**src/rtl/des_pkg.sv**
```systemverilog
// Shared DES key-schedule tables, FSM state type and bit-permutation helpers.
// Bit numbering follows DES: DES bit 1 is the MSB of each vector.
package des_pkg;

  typedef enum logic [1:0] {
    IDLE = 2'd0,
    LOAD = 2'd1,
    RUN  = 2'd2
  } state_t;

  localparam int PC1_TAB [56] = '{
    57, 49, 41, 33, 25, 17,  9,
     1, 58, 50, 42, 34, 26, 18,
    10,  2, 59, 51, 43, 35, 27,
    19, 11,  3, 60, 52, 44, 36,
    63, 55, 47, 39, 31, 23, 15,
     7, 62, 54, 46, 38, 30, 22,
    14,  6, 61, 53, 45, 37, 29,
    21, 13,  5, 28, 20, 12,  4
  };

  localparam int PC2_TAB [48] = '{
    14, 17, 11, 24,  1,  5,
     3, 28, 15,  6, 21, 10,
    23, 19, 12,  4, 26,  8,
    16,  7, 27, 20, 13,  2,
    41, 52, 31, 37, 47, 55,
    30, 40, 51, 45, 33, 48,
    44, 49, 39, 56, 34, 53,
    46, 42, 50, 36, 29, 32
  };

  // Entry i is the rotate amount of round i+1.
  localparam logic [1:0] SHIFT_TAB [16] = '{
    2'd1, 2'd1, 2'd2, 2'd2, 2'd2, 2'd2, 2'd2, 2'd2,
    2'd1, 2'd2, 2'd2, 2'd2, 2'd2, 2'd2, 2'd2, 2'd1
  };

  function automatic logic [55:0] pc1(input logic [63:0] key);
    logic [55:0] cd;
    cd = '0;
    for (int i = 0; i < 56; i++) cd[55-i] = key[64-PC1_TAB[i]];
    return cd;
  endfunction

  function automatic logic [47:0] pc2(input logic [55:0] cd);
    logic [47:0] sk;
    sk = '0;
    for (int i = 0; i < 48; i++) sk[47-i] = cd[56-PC2_TAB[i]];
    return sk;
  endfunction

  function automatic logic [27:0] rotl28(input logic [27:0] x, input logic [1:0] n);
    return (n == 2'd2) ? {x[25:0], x[27:26]} : {x[26:0], x[27]};
  endfunction

  function automatic logic [27:0] rotr28(input logic [27:0] x, input logic [1:0] n);
    return (n == 2'd2) ? {x[1:0], x[27:2]} : {x[0], x[27:1]};
  endfunction

  // Single DES runs one pass in the job direction; 3DES EDE flips the middle pass.
  function automatic logic pass_is_dec(input logic decrypt, input logic [1:0] pass_idx);
    return decrypt ^ (pass_idx == 2'd1);
  endfunction

endpackage

```
**src/rtl/des_pc2.sv**
```systemverilog
// PC2 compression of the C,D register pair into a 48-bit round subkey.
module des_pc2
  import des_pkg::*;
(
  input  logic [55:0] cd,
  output logic [47:0] subkey
);

  assign subkey = pc2(cd);

endmodule

```
**src/rtl/des_key_sched_seq.sv**
```systemverilog
// Sequential DES/3DES round-key generator: one 48-bit subkey per handshake,
// in encrypt, decrypt or 3DES EDE consumption order.
module des_key_sched_seq
  import des_pkg::*;
#(
  parameter int NUM_KEYS     = 1,
  parameter bit CHECK_PARITY = 1'b1
) (
  input  logic                     clk,
  input  logic                     rst_n,
  input  logic                     key_valid,
  output logic                     key_ready,
  input  logic [64*NUM_KEYS-1:0]   key_in,
  input  logic                     decrypt,
  input  logic                     abort,
  output logic                     sk_valid,
  input  logic                     sk_ready,
  output logic [47:0]              subkey,
  output logic [3:0]               round_idx,
  output logic [1:0]               pass_idx,
  output logic                     sk_last,
  output logic                     parity_err
);

  localparam int         KW        = 64 * NUM_KEYS;
  localparam logic [1:0] LAST_PASS = 2'(NUM_KEYS - 1);

  if (NUM_KEYS != 1 && NUM_KEYS != 3) begin : g_bad_num_keys
    $error("des_key_sched_seq: NUM_KEYS must be 1 or 3");
  end

  state_t        state, state_nxt;
  logic [KW-1:0] key_q;
  logic          dec_q;
  logic [27:0]   c_q, d_q;
  logic [3:0]    round_q;
  logic [1:0]    pass_q;
  logic          par_q;

  logic          accept, advance, pass_end;
  logic [1:0]    key_sel;
  logic [63:0]   pass_key;
  logic [55:0]   pc1_cd;
  logic          pass_dec;
  logic [1:0]    shift_amt;
  logic          key_par_bad;

  always_comb begin
    // NOTE: every signal driven here gets a default first, so no branch can infer a latch.
    state_nxt = state;
    accept    = 1'b0;
    advance   = 1'b0;
    pass_end  = 1'b0;
    case (state)
      IDLE: if (key_valid) begin
        accept    = 1'b1;
        state_nxt = LOAD;
      end
      LOAD: state_nxt = RUN;
      RUN: if (sk_ready) begin
        if (round_q == 4'd15) begin
          pass_end  = 1'b1;
          state_nxt = (pass_q == LAST_PASS) ? IDLE : LOAD;
        end else begin
          advance = 1'b1;
        end
      end
      default: state_nxt = IDLE;
    endcase
    // Cancel wins over any handshake or accept in the same cycle.
    if (abort) begin
      state_nxt = IDLE;
      accept    = 1'b0;
      advance   = 1'b0;
      pass_end  = 1'b0;
    end
  end

  // Decrypting jobs walk the key list backwards.
  assign key_sel   = dec_q ? (LAST_PASS - pass_q) : pass_q;
  assign pass_key  = key_q[64*key_sel +: 64];
  assign pc1_cd    = pc1(pass_key);
  assign pass_dec  = pass_is_dec(dec_q, pass_q);
  assign shift_amt = pass_dec ? SHIFT_TAB[4'd15 - round_q] : SHIFT_TAB[round_q + 4'd1];

  always_comb begin
    key_par_bad = 1'b0;
    for (int i = 0; i < 8 * NUM_KEYS; i++) key_par_bad |= ~(^key_in[8*i +: 8]);
    if (!CHECK_PARITY) key_par_bad = 1'b0;
  end

  always_ff @(posedge clk or negedge rst_n) begin
    if (!rst_n) begin
      // NOTE: the key store is reset too, so no key material outlives a reset.
      state   <= IDLE;
      key_q   <= '0;
      dec_q   <= 1'b0;
      c_q     <= '0;
      d_q     <= '0;
      round_q <= '0;
      pass_q  <= '0;
      par_q   <= 1'b0;
    end else begin
      // NOTE: non-blocking assignments so every register samples pre-edge values.
      state <= state_nxt;
      if (accept) begin
        key_q   <= key_in;
        dec_q   <= decrypt;
        par_q   <= key_par_bad;
        round_q <= '0;
        pass_q  <= '0;
      end
      // C,D always hold the pair whose PC2 is the subkey on display.
      if (state == LOAD) begin
        c_q <= pass_dec ? pc1_cd[55:28] : rotl28(pc1_cd[55:28], SHIFT_TAB[0]);
        d_q <= pass_dec ? pc1_cd[27:0]  : rotl28(pc1_cd[27:0],  SHIFT_TAB[0]);
      end
      if (advance) begin
        round_q <= round_q + 4'd1;
        c_q     <= pass_dec ? rotr28(c_q, shift_amt) : rotl28(c_q, shift_amt);
        d_q     <= pass_dec ? rotr28(d_q, shift_amt) : rotl28(d_q, shift_amt);
      end
      if (pass_end) begin
        round_q <= '0;
        pass_q  <= (pass_q == LAST_PASS) ? 2'd0 : pass_q + 2'd1;
      end
      if (abort) begin
        round_q <= '0;
        pass_q  <= '0;
      end
    end
  end

  des_pc2 u_pc2 (
    .cd     ({c_q, d_q}),
    .subkey (subkey)
  );

  assign key_ready  = (state == IDLE);
  assign sk_valid   = (state == RUN);
  assign round_idx  = round_q;
  assign pass_idx   = pass_q;
  assign sk_last    = sk_valid && (round_q == 4'd15) && (pass_q == LAST_PASS);
  assign parity_err = par_q;

endmodule
```
**config.mk**
```make
export PLATFORM = sky130hd
export DESIGN_NAME = des_key_sched_seq
export DESIGN_NICKNAME = d
export VERILOG_FILES = /design/src/rtl/des_pkg.sv /design/src/rtl/des_pc2.sv /design/src/rtl/des_key_sched_seq.sv
export SDC_FILE = /design/constraint.sdc
export NUM_CORES = 1
export LEC_CHECK = 0
export BUFFER_PORTS_ARGS = -buffer_cell sky130_fd_sc_hd__buf_4
export CAP_MARGIN = 15
export CORE_MARGIN = 2
export CORE_UTILIZATION = 45
export CTS_CLUSTER_SIZE = 24
export DETAILED_ROUTE_END_ITERATION = 10
export PLACE_DENSITY = 0.73
export SYNTH_ARGS = -nofsm -noshare
export SYNTH_HDL_FRONTEND = slang
export SYNTH_HIERARCHICAL = 1
export SYNTH_SLANG_ARGS = --single-unit
```
**constraint.sdc**
```tcl
create_clock -name clk -period 4.6 [get_ports clk]
set_input_delay 0.69 -clock clk [delete_from_list [all_inputs] [get_ports clk]]
set_output_delay 0.69 -clock clk [all_outputs]
set_load 0.05 [all_outputs]
```
==> run metrics, run 1 <==
Max IR drop VDD 0.312 mV; Setup crit start kind flop; Final Hold Viols 0; Vias/cell approximately 6; Nets 1116; register area share after synthesis 35.0%; setup fix buffers added after clock tree synthesis 0; Crit path required time approximately 5.0 ns; Warnings, synthesis 6; clk buf depth 2; fin crit share between 60 and 70%; P_leak 0.00423 µW; core footprint 18900 µm²; CTS Buf Count 17; worst-margin pin slew 1.16 ns; R2R setup slack 1.73 ns; ys flop type dfrtp_1; Worst setup EP type flop; number of clock sinks 122; layout cells sized above 1 23.1%; standard-cell rows 50; Inst Count DP between 1000 and 1500; RSZ-0062 raised after global routing no; crit path DAT 3.22 ns; final wirelength 25.1 mm; post-route total power 5910 µW; DP Worst Slack 1.86 ns; CP Class flop to flop; antenna violations before repair 0; Hold Crit Class input pin to asynchronous set/reset pin; Post-Syn Instances between 1000 and 1500; setup tns final 0 ns; synthesized area 8720 µm²; PortBufs around 130; # hold bufs at CTS 0; area leader, netlist dfrtp_1; Register-to-Register Path Depth 6; fin crit period roughly 2.9 ns; post-synth cell types 38; diodes inserted 0; Critical R2R Launch round_idx[1]; GRT overflow 0; DP Wirelength 16.3 mm; result of the run completed; Die H 143 µm; drt drc 0; CP Max Fanout 56; post-cts repair resize count 0; TritonCTS clock tree done; fillers 1739; routed vias 7836; final worst setup slack around 1.7 ns; initial core utilization 46.2%; #FFs+latches synth 122; max-cap check violation count 0; All-Layer GR Usage 24.8%; FF-to-FF End c_q[20]; Fmax 349 MHz; Pins Over Slew Limit 0; Iter 0 DRT Violations 1059; final setup vio count 0; root buffer cell clkbuf_16; Post-Layout Cell Count between 1000 and 1500; drt wl/cell ~19 µm; final worst clock skew 0.00696 ns; post-detailed-route count of antenna-violating nets 0; Final GP Congestion 0.886; largest net degree at the start of global routing 71; first-pass GRT wire length 40.3 mm; post-synth top area share 35.0%; vias in the first global route 7421; max_slew headroom about 22%; Synth area leaders dfrtp_1, nand2_1, mux2_2; Layout area overhead 15.0%; share of flip-flops with an asynchronous set or reset 100%; die outline width 143 µm; commonest non-fill, non-tap cells in the layout nand2_1, buf_4, dfrtp_1, o21ai_0, nor2_1; H-tree depth 4; die footprint 20500 µm²; number of synthesized flops with an enable pin 0; PD cells 589 nW/µm²; syn_nets 1088; drt pass-1 iters 5; Avg Inst Size Synth 8.65 µm²; most common cell after layout, fill and taps aside nand2_1; Boundary Pins 128; worst skew pair latency 0.42 ns; Worst-path clk slew approximately 0.06 ns
-- layer usage --
| layer | wire length [µm] | part of all wire, % | track usage [%] |
|---|---|---|---|
| met1 | 11600 | 46 | 37.4 |
| met3 | 2110 | 8.4 | 5.13 |
| met2 | 11100 | 44 | 36.1 |
| met5 | 0 | 0 | 0 |
| met4 | 345 | 1.4 | 6.45 |
-- synth_stat cells, drive strengths merged, types with 2 or more instances --
cell    number
o21ai      118
xor2         3
mux2        58
nor2b        2
nor4         2
a21oi        5
buf         98
ha           9
xnor2       54
mux2i       59
nand2      177
nor2        63
nand3       60
a32o        56
dfrtp      122
nor3         4
clkbuf      38
nand2b       3
and3         4
a31oi       57
inv          5
-- power breakdown --
part	switching, µW	total, µW	internal [µW]
combinational	1570	2490	917
clock	503	1520	1020
sequential	481	1900	1420
total	2560	5910	3350
-- area by class of cell --
cell class | count | area (µm²) | area share, %
tap | 260 | 325 | 3.24
clock inverter | 10 | 188 | 1.87
sequential | 122 | 3050 | 30.4
clock buffer | 22 | 484 | 4.83
inverter | 5 | 18.8 | 0.187
timing repair buffer | 145 | 1100 | 11.0
multi-input combinational | 746 | 4860 | 48.4
-- critical path, stage by stage, from the launching register on --
cell	delay, ns
dfrtp_1	0.51
ha_1	0.34
mux2i_1	0.31
mux2_2	1.01
nand2_1	0.13
a31oi_1	0.26
a32o_1	0.20
-- worst max path at each step --
stage | cells after the start | endpoint | startpoint
finish | 6 | c_q[20] | round_idx[1]
global route | 7 | c_q[20] | round_idx[0]
CTS | 6 | c_q[20] | round_idx[1]
detailed placement | 6 | c_q[12] | round_idx[1]
global placement | 7 | c_q[5] | round_idx[0]
floorplan | 3 | sk_last | round_idx[1]
-- flip-flops by register name (all words and copies together) (netlist names) --
signal / cells
state: 2
pass_idx: 2
round_idx: 4
parity_err: 1
dec_q: 1
key_q: 56
d_q: 28
c_q: 28
-- through the flow --
| stage | hold slack [ns] | utilization (%) | cell area (µm²) |
|---|---|---|---|
| after CTS | 0.456 | 53.1 | 10000 |
| after floorplan | 0.394 | - | 8720 |
| after global routing | 0.487 | 53.1 | 10000 |
| after global placement | 0.513 | 49.5 | 9360 |
| final | 0.409 | 53.1 | 10000 |
| after detailed placement | 0.521 | 49.5 | 9360 |
-- cells by family after synthesis --
logic type	Yosys count	synth area share, %
and+or+nand+nor	319	15.3
AOI/OAI and AO/OA	244	18.4
buffers and inverters	141	10.0
DFF	122	35.0
muxes	117	14.3
xor gates and xnor gates	57	5.72
adders and majority gates	9	1.29
Power figures use the tool's default switching activity.
==> inputs of run 2 (changes only) <==
Settings changed: ABC_AREA set to 1.
Clock period 4.6 ns to 2.7 ns, I/O delays scaled along.
==> run metrics, run 2 <==
Avg Inst Size Synth 7.37 µm² (was 8.65 µm²); first-pass GRT wire length 37.4 mm (was 40.3 mm); final wirelength 23.1 mm (was 25.1 mm); Pins Over Slew Limit 0 (unchanged); core footprint 18800 µm² (was 18900 µm²); worst-margin pin slew 0.910 ns (was 1.16 ns); die footprint 20400 µm² (was 20500 µm²); biggest regs key_q x56, c_q x28, d_q x28 (unchanged); Nets 1289 (was 1116); Fmax 425 MHz (was 349 MHz); DP Wirelength 16.2 mm (was 16.3 mm); Worst-path clk slew 0.06 ns (about the same); Final Hold Viols 0 (unchanged); Hold Crit Class input pin to asynchronous set/reset pin (unchanged); ys flop type dfrtp_1 (unchanged); layout cells sized above 1 20.0% (was 23.1%); post-synth cell types 28 (was 38); Worst setup EP type flop (unchanged); area leader, netlist dfrtp_1 (unchanged); worst skew pair latency 0.42 ns (about the same); R2R setup slack 0.35 ns (was 1.73 ns); # hold bufs at CTS 0 (unchanged); Crit path required time 3.04 ns (was 4.95 ns); synthesized area 8680 µm² (was 8720 µm²); drt drc 0 (unchanged); fin area 10000 µm² (about the same); Layout area overhead 15.7% (was 15.0%); setup tns final 0 ns (unchanged); Vias/cell 5.50 (was 5.98); drt wl/cell 15.6 µm (was 19.2 µm); Post-DP Area 9410 µm² (was 9360 µm²); commonest cells in the netlist nand2_1, nand3_1, a21oi_1, dfrtp_1, nor2_1 (was nand2_1, dfrtp_1, o21ai_0, nor2_1, nand3_1); diodes inserted 0 (unchanged); final setup vio count 0 (unchanged); #FFs+latches synth 122 (unchanged); Critical R2R Launch round_idx[1] (unchanged); Synth area leaders dfrtp_1, nand3_1, nand2_1 (was dfrtp_1, nand2_1, mux2_2); initial core utilization 46.1% (was 46.2%); drt pass-1 iters 6 (was 5); Final GP Congestion 0.904 (was 0.886); post-synth top area share 35.2% (was 35.0%); result of the run completed (unchanged); die outline width 143 µm (about the same); final worst clock skew 0.00491 ns (was 0.00696 ns); commonest non-fill, non-tap cells in the layout nand2_1, nand3_1, buf_4, a21oi_1, dfrtp_1 (was nand2_1, buf_4, dfrtp_1, o21ai_0, nor2_1); P_leak 0.00449 µW (was 0.00423 µW); PortBufs 127 (unchanged); Die H 143 µm (about the same); CP Max Fanout 57 (was 56); vias in the first global route 7263 (was 7421); fin crit share 87.1% (was 62.3%); routed vias 8161 (was 7836); number of synthesized flops with an enable pin 0 (unchanged); All-Layer GR Usage 23.1% (was 24.8%); post-route total power 9970 µW (was 5910 µW); number of clock sinks 122 (unchanged); clk buf depth 2 (unchanged); Post-Syn Instances 1178 (was 1009); syn_nets 1257 (was 1088); crit path DAT 2.70 ns (was 3.22 ns); max-cap check violation count 0 (unchanged); most common cell after layout, fill and taps aside nand2_1 (unchanged); GRT overflow 0 (unchanged); standard-cell rows 50 (unchanged); H-tree depth 4 (unchanged); max_slew headroom 39.4% (was 22.4%); FF-to-FF End d_q[27] (was c_q[20]); largest net degree at the start of global routing 123 (was 71); antenna violations before repair 0 (unchanged); Iter 0 DRT Violations 1088 (was 1059); Setup crit start kind flop (unchanged); Max IR drop VDD 0.521 mV (was 0.312 mV); fin crit period 2.35 ns (was 2.87 ns); root buffer cell clkbuf_16 (unchanged); RSZ-0062 raised after global routing no (unchanged); max reg flops 56 (unchanged); PD cells 993 nW/µm² (was 589 nW/µm²); post-cts repair resize count 0 (unchanged); Boundary Pins 128 (unchanged); Warnings, synthesis 6 (unchanged); CTS Buf Count 17 (unchanged); Final Util 53.3% (was 53.1%); share of flip-flops with an asynchronous set or reset 100% (unchanged); top-count cell post-synth nand2_1 (unchanged); Register-to-Register Path Depth 9 (was 6); CP Class flop to flop (unchanged); post-detailed-route count of antenna-violating nets 0 (unchanged); Most flops, register key_q (unchanged); setup fix buffers added after clock tree synthesis 0 (unchanged); register area share after synthesis 35.2% (was 35.0%); TritonCTS clock tree done (unchanged)
==> run 2: changes by cell type after synthesis, sizes merged, moves of 5 or more <==
| cell | delta |
|---|---|
| nand3 | +159 |
| a21oi | +119 |
| o21ai | -77 |
| nand2 | +75 |
| mux2i | -59 |
| a32o | -56 |
| nor2 | +31 |
| inv | +28 |
| a31oi | -25 |
| xnor2 | -15 |
| xor2 | +9 |
| clkbuf | -8 |
| buf | +6 |
| o22ai | +5 |
==> run 2: kinds of logic after synthesis <==
kind of cell | synth area share [%]
flops | 35.2
mux | 7.01
buf+inv | 10.6
xor+xnor | 5.36
simple gates | 28.2
fa+ha+maj | 1.30
compound gates | 12.4
==> run 2: power by group <==
group	switching [µW]	total, µW	internal [µW]
logic	2870	4400	1530
clock network	834	2440	1610
registers	711	3120	2410
total	4420	9970	5550
==> run 2: layout make-up <==
class	instances	area, µm²
clock buffers	20	467
clock inverters	12	170
fillers	1798	8780
inverters	33	126
multi-input cells	889	4710
flip-flops and latches	122	3050
well taps	260	325
repair buffers	147	1190
==> run 2: how the worst max path moves through the flow <==
stage | slack (ns) | end | startpoint | cells past startpoint
after floorplan | 0.21 | c_q[12] | pass_idx[0] | 12
after global placement | 0.40 | c_q[17] | round_idx[1] | 9
after detailed placement | 0.39 | d_q[19] | round_idx[1] | 9
after CTS | 0.35 | d_q[27] | round_idx[1] | 9
after global routing | 0.07 | c_q[23] | round_idx[1] | 9
final | 0.35 | d_q[27] | round_idx[1] | 9
==> run 2: layer usage <==
layer	vias to the layer above	global-route usage, %	share of wire (%)
li1	4010	-	-
met1	3809	34.6	47
met2	313	32.6	42
met3	29	6.04	8.7
met4	0	6.77	1.7
met5	-	0	0
==> run 2: worst max-delay path: stages (launching register included) <==
cell and delay [ns]:
dfrtp_1 0.48, ha_1 0.24, nand2_1 0.12, nor2_1 0.07
inv_1 0.10, nand3_2 0.24, inv_1 0.11, buf_4 0.54
nand3_1 0.19, a21oi_1 0.16
==> run 2: through the flow <==
step / setup WS, ns / hold WS, ns / std cells
3_3_place_gp: 0.398 / 0.489 / 1451
6_report: 0.348 / 0.0787 / 1483
3_5_place_dp: 0.393 / 0.496 / 1451
5_1_grt: 0.0728 / 0.140 / 1483
4_1_cts: 0.348 / 0.117 / 1483
2_1_floorplan: 0.210 / 0.109 / 1178
==> inputs of run 3 (changes only) <==
Settings changed: ABC_AREA 1 to 0.
==> run metrics, run 3 (synthesis results as in run 1) <==
result of the run completed (unchanged); clk buf depth 2 (unchanged); max reg flops 56 (unchanged); Boundary Pins 128 (unchanged); fin crit period 2.49 ns (was 2.35 ns); Worst-path clk slew 0.06 ns (about the same); Fmax 401 MHz (was 425 MHz); setup tns final 0 ns (unchanged); Max IR drop VDD 0.521 mV (about the same); Post-Layout Cell Count 1312 (was 1483); drt pass-1 iters 7 (was 6); PortBufs 127 (unchanged); CP Class flop to flop (unchanged); fin crit share 92.3% (was 87.1%); setup fix buffers added after clock tree synthesis 0 (unchanged); final worst setup slack 0.209 ns (was 0.348 ns); max-cap check violation count 0 (unchanged); CP max stage cell dfrtp_1 (was buf_4); root buffer cell clkbuf_16 (unchanged); grt met1 use 37.0% (was 34.6%); Crit path required time 3.00 ns (was 3.04 ns); largest net degree at the start of global routing 88 (was 123); multi-input logic area 4860 µm² (was 4710 µm²); worst path cell trace ha_1 > or3_1 > a21oi_2 > a211o_1 > buf_12 > nand3_1 > a32o_1 (was ha_1 > nand2_1 > nor2_1 > inv_1 > nand3_2 > inv_1 > buf_4 > nand3_1 > a21oi_1); GRT overflow 0 (unchanged); fillers 1771 (was 1798); met3 GRT Util 5.60% (was 6.04%); final worst clock skew 0.00969 ns (was 0.00491 ns); commonest non-fill, non-tap cells in the layout nand2_1, buf_4, dfrtp_1, o21ai_0, nor2_1 (was nand2_1, nand3_1, buf_4, a21oi_1, dfrtp_1); initial core utilization 46.2% (was 46.1%); post-cts repair resize count 0 (unchanged); P_leak 0.00425 µW (was 0.00449 µW); slowest cell delay on critical path 0.50 ns (was 0.54 ns); Layout area overhead 15.6% (was 15.7%); post-route total power 9680 µW (was 9970 µW); final setup vio count 0 (unchanged); grt peak-use layer met1 (unchanged); die footprint 20500 µm² (was 20400 µm²); most common cell after layout, fill and taps aside nand2_1 (unchanged); Worst setup EP type flop (unchanged); worst skew pair latency 0.42 ns (about the same); vias in the first global route 7112 (was 7263); biggest regs key_q x56, c_q x28, d_q x28 (unchanged); drt drc 0 (unchanged); Worst path top cell family by delay compound AO/OA/AOI/OAI gates (was buffers and inverters); layout cells sized above 1 23.4% (was 20.0%); Most flops, register key_q (unchanged); number of clock sinks 122 (unchanged); Final GP Congestion 0.852 (was 0.904); drt wl/cell 18.8 µm (was 15.6 µm); core footprint 18900 µm² (was 18800 µm²); DP Wirelength 16.3 mm (was 16.2 mm); Final Hold Viols 0 (unchanged); Inst Count DP 1280 (was 1451); M2 GR Usage 34.7% (was 32.6%); crit path DAT 2.79 ns (was 2.70 ns); max_slew headroom 52.4% (was 39.4%); TritonCTS clock tree done (unchanged); register area 3050 µm² (unchanged); worst-margin pin slew 0.714 ns (was 0.910 ns); routed vias 7793 (was 8161); PD cells 960 nW/µm² (was 993 nW/µm²); RSZ-0062 raised after global routing no (unchanged); post-detailed-route count of antenna-violating nets 0 (unchanged); Pins Over Slew Limit 0 (unchanged); Nets 1118 (was 1289); Vias/cell 5.94 (was 5.50); die outline width 143 µm (about the same); H-tree depth 4 (unchanged); antenna violations before repair 0 (unchanged); diodes inserted 0 (unchanged); CTS Buf Count 17 (unchanged); All-Layer GR Usage 24.2% (was 23.1%); # hold bufs at CTS 0 (unchanged); DP Worst Slack 0.258 ns (was 0.393 ns); Fin Hold WS 0.0360 ns (was 0.0787 ns); Hold Crit Class input pin to asynchronous set/reset pin (unchanged); final wirelength 24.7 mm (was 23.1 mm); first-pass GRT wire length 39.6 mm (was 37.4 mm); crit path buf inv count 1 (was 3); Iter 0 DRT Violations 995 (was 1088); Die H 143 µm (about the same); standard-cell rows 50 (unchanged); Setup crit start kind flop (unchanged); CP Max Fanout 53 (was 57)
==> run 3: cell types whose count changed in the layout (fill, tap and decap cells not counted), sizes merged, moves of 5 or more <==
cell   before  now
nand2     252  177
nand3     219   60
a31oi      32   57
a32o        0   56
a21oi     124    5
nor2       94   63
o21ai      41  118
mux2i       0   59
o22ai       5    0
xor2       12    3
xnor2      39   54
inv        33   13
==> run 3: report_power, final <==
group          internal (µW)  switching, µW  leakage, µW
logic                   1570           2630      0.00248
registers               2410            815      0.00149
clock network           1300            953     0.000283
total                   5280           4400      0.00425
==> run 3: through the flow <==
step / utilization (%) / cell area [µm²]
2_1_floorplan: - / 8720
3_3_place_gp: 50.3 / 9510
3_5_place_dp: 50.3 / 9510
4_1_cts: 53.4 / 10100
5_1_grt: 53.4 / 10100
6_report: 53.4 / 10100
==> run 3: layout make-up <==
class	instances	share of cell area, %
inverters	5	0.186
clock inverters	15	1.51
multi-input cells	746	48.2
repair buffers	147	12.4
well taps	260	3.22
flip-flops and latches	122	30.3
clock buffers	17	4.22
==> run 3: final timing paths <==
check	from	cells past startpoint	endpoint	slack [ns]
max in group asynchronous	rst_n	2	key_q[41]	1.98
setup reg to reg	round_idx[1]	7	c_q[24]	0.21
setup / recovery	round_idx[1]	7	c_q[24]	0.21
hold / removal	rst_n	1	key_q[27]	0.04
min in group clk	abort	2	state[1]	0.22
hold reg to reg	key_q[41]	1	key_q[41]	0.53
==> run 3: layer usage <==
layer | share of wire (%) | routed length [µm]
met1 | 45 | 11200
met2 | 44 | 10900
met3 | 9.6 | 2370
met4 | 1.2 | 299
met5 | 0 | 0
